$ cat config.mk
export PLATFORM = sky130hd
export DESIGN_NAME = dot_accum_progressive_flat
export DESIGN_NICKNAME = d
export VERILOG_FILES = /design/src/rtl/dot_accum_progressive_if.sv /design/src/rtl/dot_accum_progressive.sv /design/src/flat_wrapper.sv
export SDC_FILE = /design/constraint.sdc
export NUM_CORES = 1
export LEC_CHECK = 0
export BUFFER_PORTS_ARGS = -buffer_cell sky130_fd_sc_hd__buf_4
export CORE_MARGIN = 1.5
export CORE_UTILIZATION = 40
export CTS_BUF_LIST = sky130_fd_sc_hd__clkbuf_2 sky130_fd_sc_hd__clkbuf_4 sky130_fd_sc_hd__clkbuf_8
export DETAILED_ROUTE_END_ITERATION = 6
export SYNTH_ARGS = -nofsm -noshare
export SYNTH_HDL_FRONTEND = slang
export SYNTH_SLANG_ARGS = --single-unit
$ cat constraint.sdc
create_clock -name clk -period 3.8 [get_ports clk]
set_clock_uncertainty 0.15 [all_clocks]
set_input_delay 0.38 -clock clk [delete_from_list [all_inputs] [get_ports clk]]
set_output_delay 0.38 -clock clk [all_outputs]
set_load 0.02 [all_outputs]
$ cat src/rtl/dot_accum_progressive_if.sv
// Handshake and sample bus of dot_accum_progressive: start/precision control,
// the three progressive-precision product streams and the result channel.
interface dot_accum_progressive_if;
   logic        start;
   logic [1:0]  prec_sel;
   logic [7:0]  q1_6_in;
   logic        q1_6_valid;
   logic [15:0] q1_14_in;
   logic        q1_14_valid;
   logic [31:0] q1_30_in;
   logic        q1_30_valid;
   logic [15:0] sum_out;
   logic        sum_valid;
   logic        sum_ready;
   logic        busy;
   logic        sample_drop;

   modport master (
      output start, prec_sel,
      output q1_6_in, q1_6_valid, q1_14_in, q1_14_valid, q1_30_in, q1_30_valid,
      output sum_ready,
      input  sum_out, sum_valid, busy, sample_drop
   );

   modport slave (
      input  start, prec_sel,
      input  q1_6_in, q1_6_valid, q1_14_in, q1_14_valid, q1_30_in, q1_30_valid,
      input  sum_ready,
      output sum_out, sum_valid, busy, sample_drop
   );
endinterface

$ cat src/rtl/dot_accum_progressive.sv
// Accumulates VEC_LEN products of one selected precision (aligned to Q.30) and
// emits a saturated Q0.15 dot product. Define DOT_ROUND_EN for round-half-up output.
module dot_accum_progressive #(
   parameter int VEC_LEN = 16,
   parameter int ACC_W   = 40
) (
   input  logic                   clk,
   input  logic                   rst_n,
   dot_accum_progressive_if.slave bus
);

   localparam int CNT_W = $clog2(VEC_LEN + 1);
   localparam logic [CNT_W-1:0]        CNT_LAST = CNT_W'(VEC_LEN - 1);
   localparam logic signed [ACC_W-1:0] POS_MAX  = ACC_W'(32767);
   localparam logic signed [ACC_W-1:0] NEG_MIN  = -(ACC_W'(32768));
   localparam logic signed [ACC_W-1:0] HALF_LSB = ACC_W'(16384);

   typedef enum logic [1:0] {IDLE, ACCUM, DONE} state_t;

   state_t                   state_q, state_d;
   logic signed [ACC_W-1:0]  acc_q, acc_d;
   logic [CNT_W-1:0]         cnt_q, cnt_d;
   logic [1:0]               prec_q, prec_d;
   logic                     drop_q, drop_d;

   logic                     sel_valid;
   logic signed [ACC_W-1:0]  sample;
   logic signed [ACC_W-1:0]  t;

   // Stream mux on the latched precision; every stream is aligned to Q.30.
   always_comb begin
      sel_valid = 1'b0;
      sample    = '0;
      case (prec_q)
         2'd0: begin
            sel_valid = bus.q1_6_valid;
            sample    = {{(ACC_W-8){bus.q1_6_in[7]}}, bus.q1_6_in} <<< 24;
         end
         2'd1: begin
            sel_valid = bus.q1_14_valid;
            sample    = {{(ACC_W-16){bus.q1_14_in[15]}}, bus.q1_14_in} <<< 16;
         end
         default: begin
            sel_valid = bus.q1_30_valid;
            sample    = {{(ACC_W-32){bus.q1_30_in[31]}}, bus.q1_30_in};
         end
      endcase
   end

   always_comb begin
      state_d = state_q;
      acc_d   = acc_q;
      cnt_d   = cnt_q;
      prec_d  = prec_q;
      // Selected-stream samples outside ACCUM are dropped and flagged.
      drop_d  = sel_valid && (state_q != ACCUM);
      case (state_q)
         IDLE: begin
            if (bus.start) begin
               state_d = ACCUM;
               acc_d   = '0;
               cnt_d   = '0;
               prec_d  = (bus.prec_sel == 2'd3) ? 2'd2 : bus.prec_sel;
            end
         end
         ACCUM: begin
            if (sel_valid) begin
               acc_d = acc_q + sample;
               cnt_d = cnt_q + CNT_W'(1);
               if (cnt_q == CNT_LAST) state_d = DONE;
            end
         end
         DONE: begin
            if (bus.sum_ready) begin
               if (bus.start) begin
                  state_d = ACCUM;
                  acc_d   = '0;
                  cnt_d   = '0;
                  prec_d  = (bus.prec_sel == 2'd3) ? 2'd2 : bus.prec_sel;
               end else begin
                  state_d = IDLE;
               end
            end
         end
         default: state_d = IDLE;
      endcase
   end

   always_ff @(posedge clk or negedge rst_n) begin
      if (!rst_n) begin
         state_q <= IDLE;
         acc_q   <= '0;
         cnt_q   <= '0;
         prec_q  <= 2'd2;
         drop_q  <= 1'b0;
      end else begin
         state_q <= state_d;
         acc_q   <= acc_d;
         cnt_q   <= cnt_d;
         prec_q  <= prec_d;
         drop_q  <= drop_d;
      end
   end

   // Output conversion is purely combinational from acc_q.
   always_comb begin
`ifdef DOT_ROUND_EN
      t = (acc_q + HALF_LSB) >>> 15;
`else
      t = acc_q >>> 15;
`endif
      if (t > POS_MAX)      bus.sum_out = 16'h7FFF;
      else if (t < NEG_MIN) bus.sum_out = 16'h8000;
      else                  bus.sum_out = t[15:0];
   end

   assign bus.sum_valid   = (state_q == DONE);
   assign bus.busy        = (state_q != IDLE);
   assign bus.sample_drop = drop_q;

endmodule

$ cat src/flat_wrapper.sv
// flat-port wrapper written by rule: the top's interface ports become plain ports
module dot_accum_progressive_flat 
#(
   parameter int VEC_LEN = 16,
   parameter int ACC_W   = 40
)
  (clk, rst_n, bus_start, bus_prec_sel, bus_q1_6_in, bus_q1_6_valid, bus_q1_14_in, bus_q1_14_valid, bus_q1_30_in, bus_q1_30_valid, bus_sum_ready, bus_sum_out, bus_sum_valid, bus_busy, bus_sample_drop);
  dot_accum_progressive_if bus_i ();
  input  logic clk;
  input  logic rst_n;
  input wire logic [$bits(bus_i.start)-1:0] bus_start;
  input wire logic [$bits(bus_i.prec_sel)-1:0] bus_prec_sel;
  input wire logic [$bits(bus_i.q1_6_in)-1:0] bus_q1_6_in;
  input wire logic [$bits(bus_i.q1_6_valid)-1:0] bus_q1_6_valid;
  input wire logic [$bits(bus_i.q1_14_in)-1:0] bus_q1_14_in;
  input wire logic [$bits(bus_i.q1_14_valid)-1:0] bus_q1_14_valid;
  input wire logic [$bits(bus_i.q1_30_in)-1:0] bus_q1_30_in;
  input wire logic [$bits(bus_i.q1_30_valid)-1:0] bus_q1_30_valid;
  input wire logic [$bits(bus_i.sum_ready)-1:0] bus_sum_ready;
  output wire logic [$bits(bus_i.sum_out)-1:0] bus_sum_out;
  output wire logic [$bits(bus_i.sum_valid)-1:0] bus_sum_valid;
  output wire logic [$bits(bus_i.busy)-1:0] bus_busy;
  output wire logic [$bits(bus_i.sample_drop)-1:0] bus_sample_drop;
  assign bus_i.start = bus_start;
  assign bus_i.prec_sel = bus_prec_sel;
  assign bus_i.q1_6_in = bus_q1_6_in;
  assign bus_i.q1_6_valid = bus_q1_6_valid;
  assign bus_i.q1_14_in = bus_q1_14_in;
  assign bus_i.q1_14_valid = bus_q1_14_valid;
  assign bus_i.q1_30_in = bus_q1_30_in;
  assign bus_i.q1_30_valid = bus_q1_30_valid;
  assign bus_i.sum_ready = bus_sum_ready;
  assign bus_sum_out = bus_i.sum_out;
  assign bus_sum_valid = bus_i.sum_valid;
  assign bus_busy = bus_i.busy;
  assign bus_sample_drop = bus_i.sample_drop;
  dot_accum_progressive #(.VEC_LEN(VEC_LEN), .ACC_W(ACC_W)) u_core (.clk(clk), .rst_n(rst_n), .bus(bus_i));
endmodule
-- Word level (Yosys, flattened, before mapping)
Cells that the tools add are included.
W data, S select, Z words.
- register bits after elaboration: 50
- bits in latches: 0
- RAM bits: 0
- memory bits (read-only): 0
- input bits: 65
- output and inout bits: 19
- logic and storage cells: 50
- memories: 0
- add/subtract/negate cells: 2
- $mul: 0
- divide/modulo/power cells: 0
- $lt $le $gt $ge: 2
- eq/ne operators: 10
- shift operators: 0
- muxes and demuxes: 22
- bitwise logic cells: 0
- reductions and logical operators: 9
- operator list (kind ; number):
    $mux W40 ; 3
    $pmux W40 S3 ; 1
    $pmux W40 S2 ; 1
    $add A40 B40 Y40 ; 1
    $mux W16 ; 2
    $gt A25 B16 Y1 const B ; 1
    $lt A25 B16 Y1 const B ; 1
    $mux W5 ; 3
    $pmux W5 S3 ; 1
    $mux W2 ; 7
    $ne A2 B1 Y1 const B ; 3
    $pmux W2 S3 ; 1
    $add A5 B1 Y5 const B ; 1
    $eq A5 B4 Y1 const B ; 1
    $eq A2 B1 Y1 const B ; 2
    $eq A2 B2 Y1 const B ; 2
    $logic_not A2 Y1 ; 2
    $ne A2 B2 Y1 const B ; 2
    $pmux W2 S2 ; 1
    $reduce_and A4 Y1 ; 1
    $reduce_bool A2 Y1 ; 2
    $reduce_and A3 Y1 ; 1
    $reduce_bool A3 Y1 ; 1
    $pmux W1 S2 ; 1
    other kinds (3) ; 3

-- Longest topological paths before layout
- depth in word-level cells: 5
- gate-level depth with buffers: 17
- mapped depth without buffers: 14

-- Least setup slack after synthesis
No wires, ideal clock.
- kind: register -> register
- start point: register u_core.prec_q[1]
- end point: register u_core.acc_q[36]
- setup time: 0.129 ns
- arrival time: 3.714 ns
- required time: 3.521 ns
- setup slack: -0.193 ns
- cell stages (with the launch flop): 18
- path buffers: 3
- period minus slack after synthesis: 3.993 ns
- path through: dfstp_2 -> clkbuf_1 -> clkbuf_1 -> clkbuf_1 -> and2_1 -> ha_1 -> inv_1 -> fa_1 -> nor2b_1 -> o31a_1 -> a211oi_1 -> o21ai_1 -> nand4_1 -> o211a_1 -> o31a_1 -> o41ai_2 -> xnor2_1 -> o21ai_1
- word-level cells in the longest chain between the ends: 5
- elaborated cells between the ends (all ways): 9
- those cells by class: add/sub (1); eq/ne (2); mux (4); reduce/logical (2)
- ends and longest elaborated chain (what ; line ; text):
    from (decl) ; dot_accum_progressive.sv:23 ; logic [1:0] prec_q, prec_d;
    from (signal assigned) ; dot_accum_progressive.sv:100 ; prec_q <= prec_d;
    $eq A2 B1 Y1 or $logic_not A2 Y1 (tied branches) ; dot_accum_progressive.sv:34 ; case (prec_q)
    $pmux W40 S2 ; dot_accum_progressive.sv:34 ;
    $add A40 B40 Y40 ; dot_accum_progressive.sv:68 ; acc_d = acc_q + sample;
    $mux W40 ; dot_accum_progressive.sv:67 ; if (sel_valid) begin
    $pmux W40 S3 ; dot_accum_progressive.sv:57 ; case (state_q)
    to (signal assigned) ; dot_accum_progressive.sv:92 ; acc_q <= '0;
    to (signal assigned) ; dot_accum_progressive.sv:98 ; acc_q <= acc_d;
    to (decl) ; dot_accum_progressive.sv:21 ; logic signed [ACC_W-1:0] acc_q, acc_d;
Parallel ways exist; a longest one is shown, timed or not. The select of a mux whose other input is x is not followed.
A chain may end at the register's enable or synchronous reset.

-- Worst setup path after layout
- start point: register u_core.prec_q[1]
- end point: register u_core.acc_q[34]
The elaborated chain is that of the path after synthesis.

==> results.md <==
* Seq cells post-synth at 50
* WP data arrival at 3700 ps
* Gr ovfl total at 0
* Fin. max-slew vios at 0
* Final WL at 12.39 mm
* Reg area at 1252 um^2
* Chip width at 109.8 um
* Num CTS Buffers at 5
* Vias per std cell at 5.563
* Leak at 2.566 nW
* Final critical-path share of the clock period at 0.9500
* Final hold violations at 0
* Slew @ Worst Pin at 777.4 ps
* Final net count at 747
* Clock Sinks at 50
* Sequential power share at 0.181
* Data required, critical path at 3890 ps
* Routed via count at 4345
* Antenna Nets Post-Route at 0
* Fraction of registers with async set/reset at 1.000
* Unique cell type count in the Yosys netlist at 61
* I/O Buffers at 83
* H-tree Lvls at 2
* CP Capture Type: flop
* First-iteration detailed-routing DRC count at 203
* Layout cells sized above 1 at 0.2059
* Die height at 109.8 um
* Net Count, Synth at 666
* Clk_lat worst skew at 310 ps
* First-pass iteration count of the detailed router at 4
* Logic pwr share at 0.744
* Placed cells at 771
* Vias in the first global route at 4201
* Gr usage total at 0.2124
* Largest net degree at the start of global routing at 51
* Status: completed
* Pwr/cell area at 1003 nW/um^2
* CP Launch Type: flop
* N_diodes at 0
* EDFF count, synth at 0
* Switch share at 0.5091
* Final setup fails at 0
* Rows at 38
* Starting Density at 0.4152
* HP Class: in -> reg
* Post-synthesis sequential area ratio at 0.2746
* Hpwl dp at 9.418 mm
* Drc violations at 0
* FMAX at 0.2770 GHz
* Power, Total at 5.547 mW
* Wirelength per Cell at 15.86 um
* Flop2flop setup slack at 190 ps
* GR Util met3 at 0.03379
* Setup CP Type: reg -> reg
* Synth-to-Final Area Change at 21.29%
* Yosys warnings at 0
* Pint at 2.723 mW
* Initial antenna violation count at 0
* Crit path time final at 3610 ps
* First-pass GRT wire length at 20.19 mm
* Clk buf depth at 2
* Layer with the highest usage: met2
* Max_slew headroom at 0.4807
* Clk pwr share at 0.075
* Die ar. at 12050 um^2
* Non-Filler Instances at 781
* Top_reg_cell synth: dfrtp_1
* GRT met2 Usage at 0.3571
* Cell Area, Synth at 4561 um^2
* Fillcell total at 1063
* Core area at 10980 um^2
* # IOs at 84
* GPL Wtd Cong at 0.9103
* Total net switching power at 2.824 mW
* Worst vdd ir at 0.4221 mV
* Worst-path clk slew at 100 ps
* Post-synthesis cell count at 559
* Root Buffer: clkbuf_8
* CTS tree: yes
* Area of the multi-input gates at 3159 um^2
* Avg Cell Area, Syn at 8.159 um^2
* Worst-path maximum fanout at 13
* Max_cap viols at 0
* Met1 Use GR at 0.2809
[cell usage after synthesis, drive strengths merged, types with 5 or more instances]
library cell | n | area [um^2]
a211oi | 6 | 67.56
a21o | 27 | 202.7
a21oi | 50 | 269.0
a22o | 11 | 96.34
a31oi | 5 | 46.29
and2 | 16 | 100.1
and3 | 8 | 50.05
clkbuf | 21 | 78.83
dfrtp | 49 | 1226
ha | 41 | 513.0
inv | 20 | 75.07
mux2i | 10 | 100.1
nand2 | 73 | 274.0
nand3 | 11 | 55.05
nand4 | 6 | 37.54
nor2 | 25 | 96.35
nor2b | 8 | 50.05
nor3 | 10 | 61.31
o21ai | 66 | 337.8
o21bai | 8 | 60.06
o31ai | 5 | 51.30
xnor2 | 18 | 157.7
xor2 | 15 | 131.4
[sequential cells by signal, summed over array words and instances (netlist names)]
signal and count:
u_core.cnt_q 5, u_core.acc_q 40, u_core.bus.sample_drop 1, u_core.prec_q 2, u_core.state_q 2
[placed cells by master, fill, tap and decap left out, types with 3 or more instances in the layout]
master,instances
or2_2,4
a22o_1,11
inv_1,20
xor2_1,15
a31oi_1,4
o31a_1,3
nor2b_1,8
o21a_1,4
nand3b_1,3
o211ai_1,3
nand2b_1,4
nand2_1,73
o31ai_1,3
clkbuf_8,6
o21bai_1,8
o21ai_0,53
mux2i_1,10
and3_1,8
a21oi_1,46
nand4_1,6
nor2_1,23
xnor2_1,18
nand3_1,11
a211oi_1,3
nor3_1,9
dfrtp_1,49
and2_1,16
a21o_1,27
ha_1,41
o21ai_2,3
buf_4,97
o21ai_1,10
[repair_timing]
action	in CTS	in global routing
resized for setup	0	3
endpoints found under the hold margin	39	0
hold buffers	1	0
setup endpoints to repair	0	4
setup buffers	0	1
[power by group through the flow]
stage	Combinational [mW]	Sequential, mW	Clock [mW]
floorplan	3.05	0.946	0
global placement	4.04	1.01	0
detailed placement	4.07	1.01	0
CTS	4.09	1.00	0.425
global route	4.57	1.04	0.453
finish	4.13	1.00	0.415
[layer usage]
metal	wire (um)	vias up	part of all wire
met5	0	-	0
met4	252	0	0.020
met3	531	19	0.043
met2	5861	107	0.47
met1	5744	2044	0.46
li1	-	2175	-
[metrics by stage]
step           setup TNS (ps)  utilization  setup WS (ps)  hold slack, ps  area (um^2)
3_5_place_dp                0       0.4902          208.2           319.4         5384
6_report                    0       0.5036          190.1           182.2         5532
5_1_grt                -137.8       0.5036         -109.8           166.1         5532
2_1_floorplan               0            -          85.72          -65.59         4567
3_3_place_gp                0       0.4902          295.9           314.7         5384
4_1_cts                     0       0.5021          154.9           168.5         5514
[path summary, 6_finish.rpt]
path / endpoint / start / depth (start not counted)
worst max-delay path: u_core.acc_q[34] / u_core.prec_q[1] / 13
worst min-delay path: u_core.prec_q[1] / bus_prec_sel[1] / 2
worst max register to register: u_core.acc_q[34] / u_core.prec_q[1] / 13
worst min register to register: u_core.acc_q[2] / u_core.acc_q[2] / 2
max in group asynchronous: u_core.acc_q[26] / rst_n / 2
min in group asynchronous: u_core.acc_q[6] / rst_n / 2
[kinds of logic (layout without fill, tap and decap cells)]
logic type	after synthesis	in the layout	synth area share
adders and majority gates	42	42	0.1169
buffers and inverters	45	127	0.03759
xor gates and xnor gates	33	33	0.06338
AOI/OAI and AO/OA	203	203	0.2971
and+or+nand+nor	174	174	0.1835
DFF	50	50	0.2746
muxes	12	12	0.02689
[critical path, stage by stage (launching register included)]
cell       delay, ps
dfstp_2          630
buf_4            190
and2_1           140
ha_1             270
a21oi_1          210
o21bai_1         120
a2111oi_0        570
o21ai_2          170
a31o_2           300
a31oi_1          240
buf_4            160
o21ai_0          100
xnor2_1          140
o21ai_0          140
[layout make-up]
type / count / share of cell area
multi-input cells: 464 / 0.5711
flip-flops and latches: 50 / 0.2264
repair buffers: 99 / 0.1355
well taps: 140 / 0.03167
clock buffers: 7 / 0.01629
inverters: 20 / 0.01357
clock inverters: 1 / 0.005429
Power figures use the tool's default switching activity.
